<file path="config.mk">
export PLATFORM = sky130hd
export DESIGN_NAME = mackerel_dtack_gen
export DESIGN_NICKNAME = d
export VERILOG_FILES = /design/src/rtl/mackerel_pkg.sv /design/src/rtl/mackerel_bus_watchdog.sv /design/src/rtl/mackerel_dtack_gen.sv
export SDC_FILE = /design/constraint.sdc
export NUM_CORES = 1
export LEC_CHECK = 0
export ABC_AREA = 1
export BUFFER_PORTS_ARGS = -buffer_cell sky130_fd_sc_hd__buf_4
export CORE_UTILIZATION = 30
export DETAILED_ROUTE_END_ITERATION = 6
export GPL_ROUTABILITY_DRIVEN = 0
export RECOVER_POWER = 100
export SLEW_MARGIN = 20
export SYNTH_ARGS = -nofsm -noshare
export SYNTH_HDL_FRONTEND = slang
export SYNTH_SLANG_ARGS = --single-unit
</file>
<file path="constraint.sdc">
create_clock -name CLK -period 1.7 [get_ports CLK]
set_clock_uncertainty 0.05 [all_clocks]
set_input_delay 0.34 -clock CLK [delete_from_list [all_inputs] [get_ports CLK]]
set_output_delay 0.34 -clock CLK [all_outputs]
set_load 0.03 [all_outputs]
</file>
<file path="src/rtl/mackerel_pkg.sv">
// mackerel_pkg
//   Shared types for the 68k bus-cycle responder (mackerel_dtack_gen).
//   - state_e    : responder FSM states
//   - region_e   : decoded target region of the current bus cycle
//   - WS_W       : width of the wait-state counter
//   - decode_region() : priority decode of the active-low chip selects
package mackerel_pkg;

  typedef enum logic [2:0] {
    ST_IDLE,
    ST_WAIT,
    ST_MFP,
    ST_ACK,
    ST_ERR,
    ST_DONE
  } state_e;

  typedef enum logic [1:0] {
    REG_ROM,
    REG_RAM0,
    REG_MFP,
    REG_NONE
  } region_e;

  localparam int unsigned WS_W = 4;

  // Priority ROM > RAM0 > MFP > unmapped. mfpen_q_n must already be
  // qualified with the address strobe by the caller.
  function automatic region_e decode_region(input logic romen_n,
                                            input logic ramen0_n,
                                            input logic mfpen_q_n);
    region_e r;
    if (!romen_n)        r = REG_ROM;
    else if (!ramen0_n)  r = REG_RAM0;
    else if (!mfpen_q_n) r = REG_MFP;
    else                 r = REG_NONE;
    return r;
  endfunction

endpackage

</file>
<file path="src/rtl/mackerel_bus_watchdog.sv">
// mackerel_bus_watchdog
//   Saturating cycle counter used to terminate hung bus cycles.
//   Counts one per clock while en_i is high, clears while clr_i is high.
//   tc_o is combinational: it is high on the edge at which the count
//   reaches TIMEOUT_CYCLES, so the owner can switch state on that same edge.
// Ports
//   clk_i   : clock, all state changes on posedge
//   rst_ni  : asynchronous active-low reset
//   clr_i   : synchronous clear (has priority over en_i)
//   en_i    : count enable
//   tc_o    : terminal count reached on this edge
module mackerel_bus_watchdog #(
  parameter int unsigned TIMEOUT_CYCLES = 64
) (
  input  logic clk_i,
  input  logic rst_ni,
  input  logic clr_i,
  input  logic en_i,
  output logic tc_o
);

  localparam int unsigned CNT_W = $clog2(TIMEOUT_CYCLES + 1);
  localparam logic [CNT_W-1:0] CNT_LAST = CNT_W'(TIMEOUT_CYCLES - 1);
  localparam logic [CNT_W-1:0] CNT_MAX  = CNT_W'(TIMEOUT_CYCLES);

  logic [CNT_W-1:0] cnt_q, cnt_d;

  always_comb begin
    cnt_d = cnt_q;
    if (clr_i) begin
      cnt_d = '0;
    end else if (en_i && (cnt_q != CNT_MAX)) begin
      cnt_d = cnt_q + CNT_W'(1);
    end
  end

  always_ff @(posedge clk_i or negedge rst_ni) begin
    if (!rst_ni) begin
      cnt_q <= '0;
    end else begin
      cnt_q <= cnt_d;
    end
  end

  // The count becomes TIMEOUT_CYCLES at this edge when it currently holds
  // TIMEOUT_CYCLES-1; >= also covers the saturated case.
  assign tc_o = en_i && (cnt_q >= CNT_LAST);

endmodule

</file>
<file path="src/rtl/mackerel_dtack_gen.sv">
// mackerel_dtack_gen
//   68k bus-cycle responder: closes every CPU cycle with /DTACK or /BERR.
//   Inserts per-region wait states for ROM and RAM0, passes the MFP's own
//   data ack through (one registered cycle), and terminates unmapped or
//   hung cycles.
// Build option
//   MACKEREL_BERR_TIMEOUT_EN defined : watchdog + ERR state, BERR driven.
//   not defined                      : no watchdog, BERR tied high, unmapped
//                                      cycles acked after RAM_WS wait states,
//                                      MFP cycles wait for MFP_DTACK forever.
// Ports (all active-low except CLK)
//   CLK        : CPU clock, all state changes on posedge
//   RST        : asynchronous reset
//   AS         : CPU address strobe
//   ROMEN      : ROM select (AS-qualified)
//   RAMEN0     : RAM bank 0 select (AS-qualified)
//   MFPEN      : MFP select (not AS-qualified)
//   MFP_DTACK  : MFP data acknowledge
//   DTACK      : to CPU, registered
//   BERR       : to CPU, registered
module mackerel_dtack_gen
  import mackerel_pkg::*;
#(
  parameter int unsigned ROM_WS         = 2,
  parameter int unsigned RAM_WS         = 0,
  parameter int unsigned TIMEOUT_CYCLES = 64
) (
  input  logic CLK,
  input  logic RST,
  input  logic AS,
  input  logic ROMEN,
  input  logic RAMEN0,
  input  logic MFPEN,
  input  logic MFP_DTACK,
  output logic DTACK,
  output logic BERR
);

  localparam logic [WS_W-1:0] ROM_WS_C = WS_W'(ROM_WS);
  localparam logic [WS_W-1:0] RAM_WS_C = WS_W'(RAM_WS);
  localparam int unsigned MAX_WS = (ROM_WS > RAM_WS) ? ROM_WS : RAM_WS;

  if ((MAX_WS >= (1 << WS_W)) || (TIMEOUT_CYCLES < MAX_WS + 2)) begin : g_bad_params
    $error("mackerel_dtack_gen: wait states too large for counter or TIMEOUT_CYCLES too small");
  end

  state_e          state_q, state_d;
  region_e         region_q, region_d;
  logic [WS_W-1:0] wcnt_q, wcnt_d;
  logic            dtack_q, dtack_d;
  logic            tmo;
  region_e         sel;
  logic [WS_W-1:0] ws_sel;

`ifdef MACKEREL_BERR_TIMEOUT_EN
  localparam bit TO_EN = 1'b1;
  logic berr_q, berr_d;
  logic wd_en, wd_clr;

  assign wd_en  = (state_q == ST_WAIT) || (state_q == ST_MFP);
  assign wd_clr = (state_q == ST_IDLE);

  mackerel_bus_watchdog #(
    .TIMEOUT_CYCLES(TIMEOUT_CYCLES)
  ) u_wdog (
    .clk_i (CLK),
    .rst_ni(RST),
    .clr_i (wd_clr),
    .en_i  (wd_en),
    .tc_o  (tmo)
  );
`else
  localparam bit TO_EN = 1'b0;
  assign tmo = 1'b0;
`endif

  // MFPEN is not strobe-qualified by the decoder, so qualify it here.
  assign sel    = decode_region(ROMEN, RAMEN0, MFPEN | AS);
  // Unmapped cycles share the RAM0 wait count when no watchdog is built.
  assign ws_sel = (sel == REG_ROM) ? ROM_WS_C : RAM_WS_C;

  always_comb begin
    state_d  = state_q;
    region_d = region_q;
    wcnt_d   = wcnt_q;
    unique case (state_q)
      ST_IDLE: begin
        if (!AS) begin
          region_d = sel;
          if (sel == REG_MFP) begin
            state_d = ST_MFP;
          end else if ((sel == REG_NONE) && TO_EN) begin
            // No ack source: only the watchdog can end this cycle.
            wcnt_d  = '0;
            state_d = ST_WAIT;
          end else if (ws_sel == '0) begin
            state_d = ST_ACK;
          end else begin
            wcnt_d  = ws_sel;
            state_d = ST_WAIT;
          end
        end
      end
      ST_WAIT: begin
        if (AS) begin
          state_d = ST_IDLE;
        end else if ((wcnt_q == WS_W'(1)) && ((region_q != REG_NONE) || !TO_EN)) begin
          state_d = ST_ACK;
        end else if (tmo) begin
          state_d = ST_ERR;
        end else if (wcnt_q != '0) begin
          wcnt_d = wcnt_q - WS_W'(1);
        end
      end
      ST_MFP: begin
        // Ack is checked before the watchdog so it wins a same-edge tie.
        if (AS) begin
          state_d = ST_IDLE;
        end else if (!MFP_DTACK) begin
          state_d = ST_ACK;
        end else if (tmo) begin
          state_d = ST_ERR;
        end
      end
      ST_ACK, ST_ERR: begin
        if (AS) begin
          state_d = ST_IDLE;
        end
      end
      default: begin
        state_d = ST_IDLE;
      end
    endcase
  end

  // Outputs are registered from the next state so they change on the same
  // edge as the state they belong to.
  assign dtack_d = (state_d != ST_ACK);

  always_ff @(posedge CLK or negedge RST) begin
    if (!RST) begin
      state_q  <= ST_IDLE;
      region_q <= REG_NONE;
      wcnt_q   <= '0;
      dtack_q  <= 1'b1;
    end else begin
      state_q  <= state_d;
      region_q <= region_d;
      wcnt_q   <= wcnt_d;
      dtack_q  <= dtack_d;
    end
  end

  assign DTACK = dtack_q;

`ifdef MACKEREL_BERR_TIMEOUT_EN
  assign berr_d = (state_d != ST_ERR);

  always_ff @(posedge CLK or negedge RST) begin
    if (!RST) begin
      berr_q <= 1'b1;
    end else begin
      berr_q <= berr_d;
    end
  end

  assign BERR = berr_q;
`else
  assign BERR = 1'b1;
`endif

endmodule

</file>
==> impl_metrics.yaml <==
die:
  dieArea_um2: 2050
  die_y_um: 45.28
  start_util_pct: 32.19
  core_um2: 1745
  boundaryPins: 9
  fp.dieW_um: 45.28
  row_count: 15
min_path:
  hold_class: "primary input to flip-flop"
detailed_routing:
  ant_nets: 0
  routed_wirelength_um: 1026
  wl_per_cell_um: 8.769
  vias: 504
  viasPerCell: 4.308
  drcViolationCount: 0
  initialDrtViolationCount: 12
  dr.pass1.iters: 4
worst_setup_path:
  setup.worst_path.end_class: "flip-flop"
  critPathRequiredTime_ns: 1.79
  crit_arrival_ns: 1.61
  path_class: "flip-flop to flip-flop"
  crit_path_start_kind: "flip-flop"
  slowest_stage: "dfrtp_1"
  cpMostUsedCell: "nand2_1"
  crit_chain: "inv_1 -> ha_1 -> nand2_1 -> inv_1 -> nand2_1 -> nand2_1 -> nor2_2 -> nand2_2 -> nand2_1 -> nand2_1"
  slowest_delay_ns: 0.39
  cp_max_fo: 4
layout:
  diodes: 0
  syn2layout_area_growth_pct: 17.37
  drive_gt1_share_pct: 14.13
  nNetsFinal: 102
  finalNonFillerCells: 117
logic_synthesis:
  synth_compound_area_share_pct: 3.118
  synthAdderAreaFrac_pct: 4.454
  syn-num-nets: 91
  synth_top_family_by_area: "simple AND/OR/NAND/NOR gates"
  yosys_warnings: 0
  synthTopCellsByCount: "25 x nand2_1, 11 x inv_1, 8 x nand3_1, 8 x nor2_1, 7 x dfrtp_1"
  synth-simple-area-share_pct: 44.10
  yosysTopAreaCell: "dfrtp_1"
  ys_ff_latch: 8
  post_synth.cell_area_avg_um2: 6.851
  ys_seq_area_share_pct: 35.86
  syn-instance-count: 82
  synth_flop_cell: "dfrtp_1"
  ys_top_cells_by_area: "dfrtp_1 31%, nand2_1 17%, inv_1 7.3%"
  synthXorXnorAreaFrac_pct: 1.559
  yosysTopAreaCellShare_pct: 31.18
  syn_area_um2: 561.8
  ys_async_sr_fraction_pct: 100.0
  yosysUniqueCellTypes: 23
  synth.most_common_cell: "nand2_1"
  synth.area.mux_share_pct: 0
  synth_edf_count: 0
outcome:
  outcome: "finished clean"
power_and_ir_drop:
  p_sw_share_pct: 45.66
  p_per_area_nw_per_um2: 1535
  clockPowerShare_pct: 14.8
  ir_drop_mv: 0.4676
  power.internal_w: 0.0005499
  p_leak_nw: 0.3465
  seq_power_share_pct: 30.8
  power.switching_w: 0.0004621
  combPwrFrac_pct: 54.4
clock_network:
  cts_root_buffer: "clkbuf_4"
  cts.sinks: 8
  htreeDepth: 1
  clock_latency_ns: 0.25
  clockBufferDepth: 2
  cts_tree: "done"
  cts-buffers-inserted: 3
  clk_pin_slew_ns: 0.06
timing:
  rsz0062_at_grt: "no"
  hold_slack_ns: 0.2712
  finalHoldViolations: 0
  fmax_ghz: 0.6601
  fin_crit_ns: 1.515
  finalSetupViolCount: 0
  final_max_slew_viol_count: 0
  finalCritPeriodShare_pct: 89.12
  setup_tns_ns: 0
global_route:
  grt_pass1_wl_um: 1863
  globalRouteOverflowTotal: 0
  grt_use_total_pct: 12.58
  grt_pass1_vias: 485
  antenna_found_initial: 0
  grt_max_degree: 9
job:
  cap_violations: 0
place:
  dpl.hpwl_um: 844.4
  dp.cells: 112
  io_buffer_count: 7
[placed cells by master, fill, tap and decap left out, drive strengths merged]
cell / netlist / layout
clkbuf: 0 / 6
inv: 12 / 12
xnor2: 1 / 1
dlygate4sd3: 0 / 1
nand2: 26 / 26
nand4: 2 / 2
nand3: 9 / 9
o21ai: 1 / 1
and2: 1 / 1
buf: 2 / 5
conb: 1 / 1
ha: 2 / 2
dfstp: 1 / 1
a22oi: 1 / 1
nor3: 2 / 2
nand3b: 2 / 2
nor2: 11 / 11
dfrtp: 7 / 7
a21oi: 1 / 1
[state kept, by name, summed over array words and instances, names as in the netlist]
register	flops
state_q	3
wcnt_q	4
DTACK	1
[logic make-up after synthesis]
logic type | count (synthesis)
compound gates | 3
simple gates | 53
fa+ha+maj | 2
xor+xnor | 1
buf+inv | 14
flops | 8
other cells | 1
[timing repair]
item                                   in CTS  in global routing
buffers inserted                            0                  0
resized for setup                           0                  0
endpoints found under the hold margin       7                  0
hold buffers                                1                  0
[final timing paths]
| path | startpoint | to | slack [ns] | depth (start not counted) |
|---|---|---|---|---|
| worst max register to register | wcnt_q[0] | wcnt_q[2] | 0.19 | 10 |
| max in group asynchronous | RST | DTACK | 0.77 | 2 |
| worst min register to register | wcnt_q[1] | wcnt_q[1] | 0.42 | 2 |
| worst max-delay path | wcnt_q[0] | wcnt_q[2] | 0.19 | 10 |
| min in group asynchronous | RST | wcnt_q[2] | 0.49 | 2 |
| worst min-delay path | AS | state_q[2] | 0.27 | 2 |
[routing by layer]
metal / track usage (%) / up-vias / part of all wire, %
li1: - / 276 / -
met1: 15.80 / 222 / 52
met2: 20.00 / 4 / 44
met3: 1.200 / 2 / 2.8
met4: 9.091 / 0 / 1.2
met5: 0 / - / 0
[layout make-up]
type,instances,area (µm²)
timing repair buffer,8,55.05
inverter,12,45.04
sequential,8,201.4
clock buffer,4,26.28
fill,192,1086
tap,25,31.28
multi-input combinational,60,300.3
[power by group through the flow]
stage               registers, W  logic [W]  clock network [W]
floorplan               0.000331   0.000433                  0
CTS                     0.000312   0.000572           0.000159
detailed placement      0.000316   0.000568                  0
global route            0.000323   0.000644           0.000168
global placement        0.000315   0.000565                  0
finish                  0.000312   0.000551           0.000149
[stage by stage]
stage | instance area (µm²) | util [%] | setup WS, ns | power (W)
floorplan | 561.8 | - | 0.3430 | 0.0007648
global placement | 633.1 | 36.27 | 0.2298 | 0.0008802
detailed placement | 633.1 | 36.27 | 0.1956 | 0.0008835
CTS | 669.4 | 38.35 | 0.1881 | 0.001043
global route | 659.4 | 37.78 | 0.009795 | 0.001136
finish | 659.4 | 37.78 | 0.1850 | 0.001012
[worst max-delay path: cells and delay by family, from the launching register on]
kind | cells | cell delay, ns
buffers and inverters | 2 | 0.12
adders and majority gates | 1 | 0.22
DFF | 1 | 0.39
and+or+nand+nor | 7 | 0.62
(Power assumes the default switching activity.)
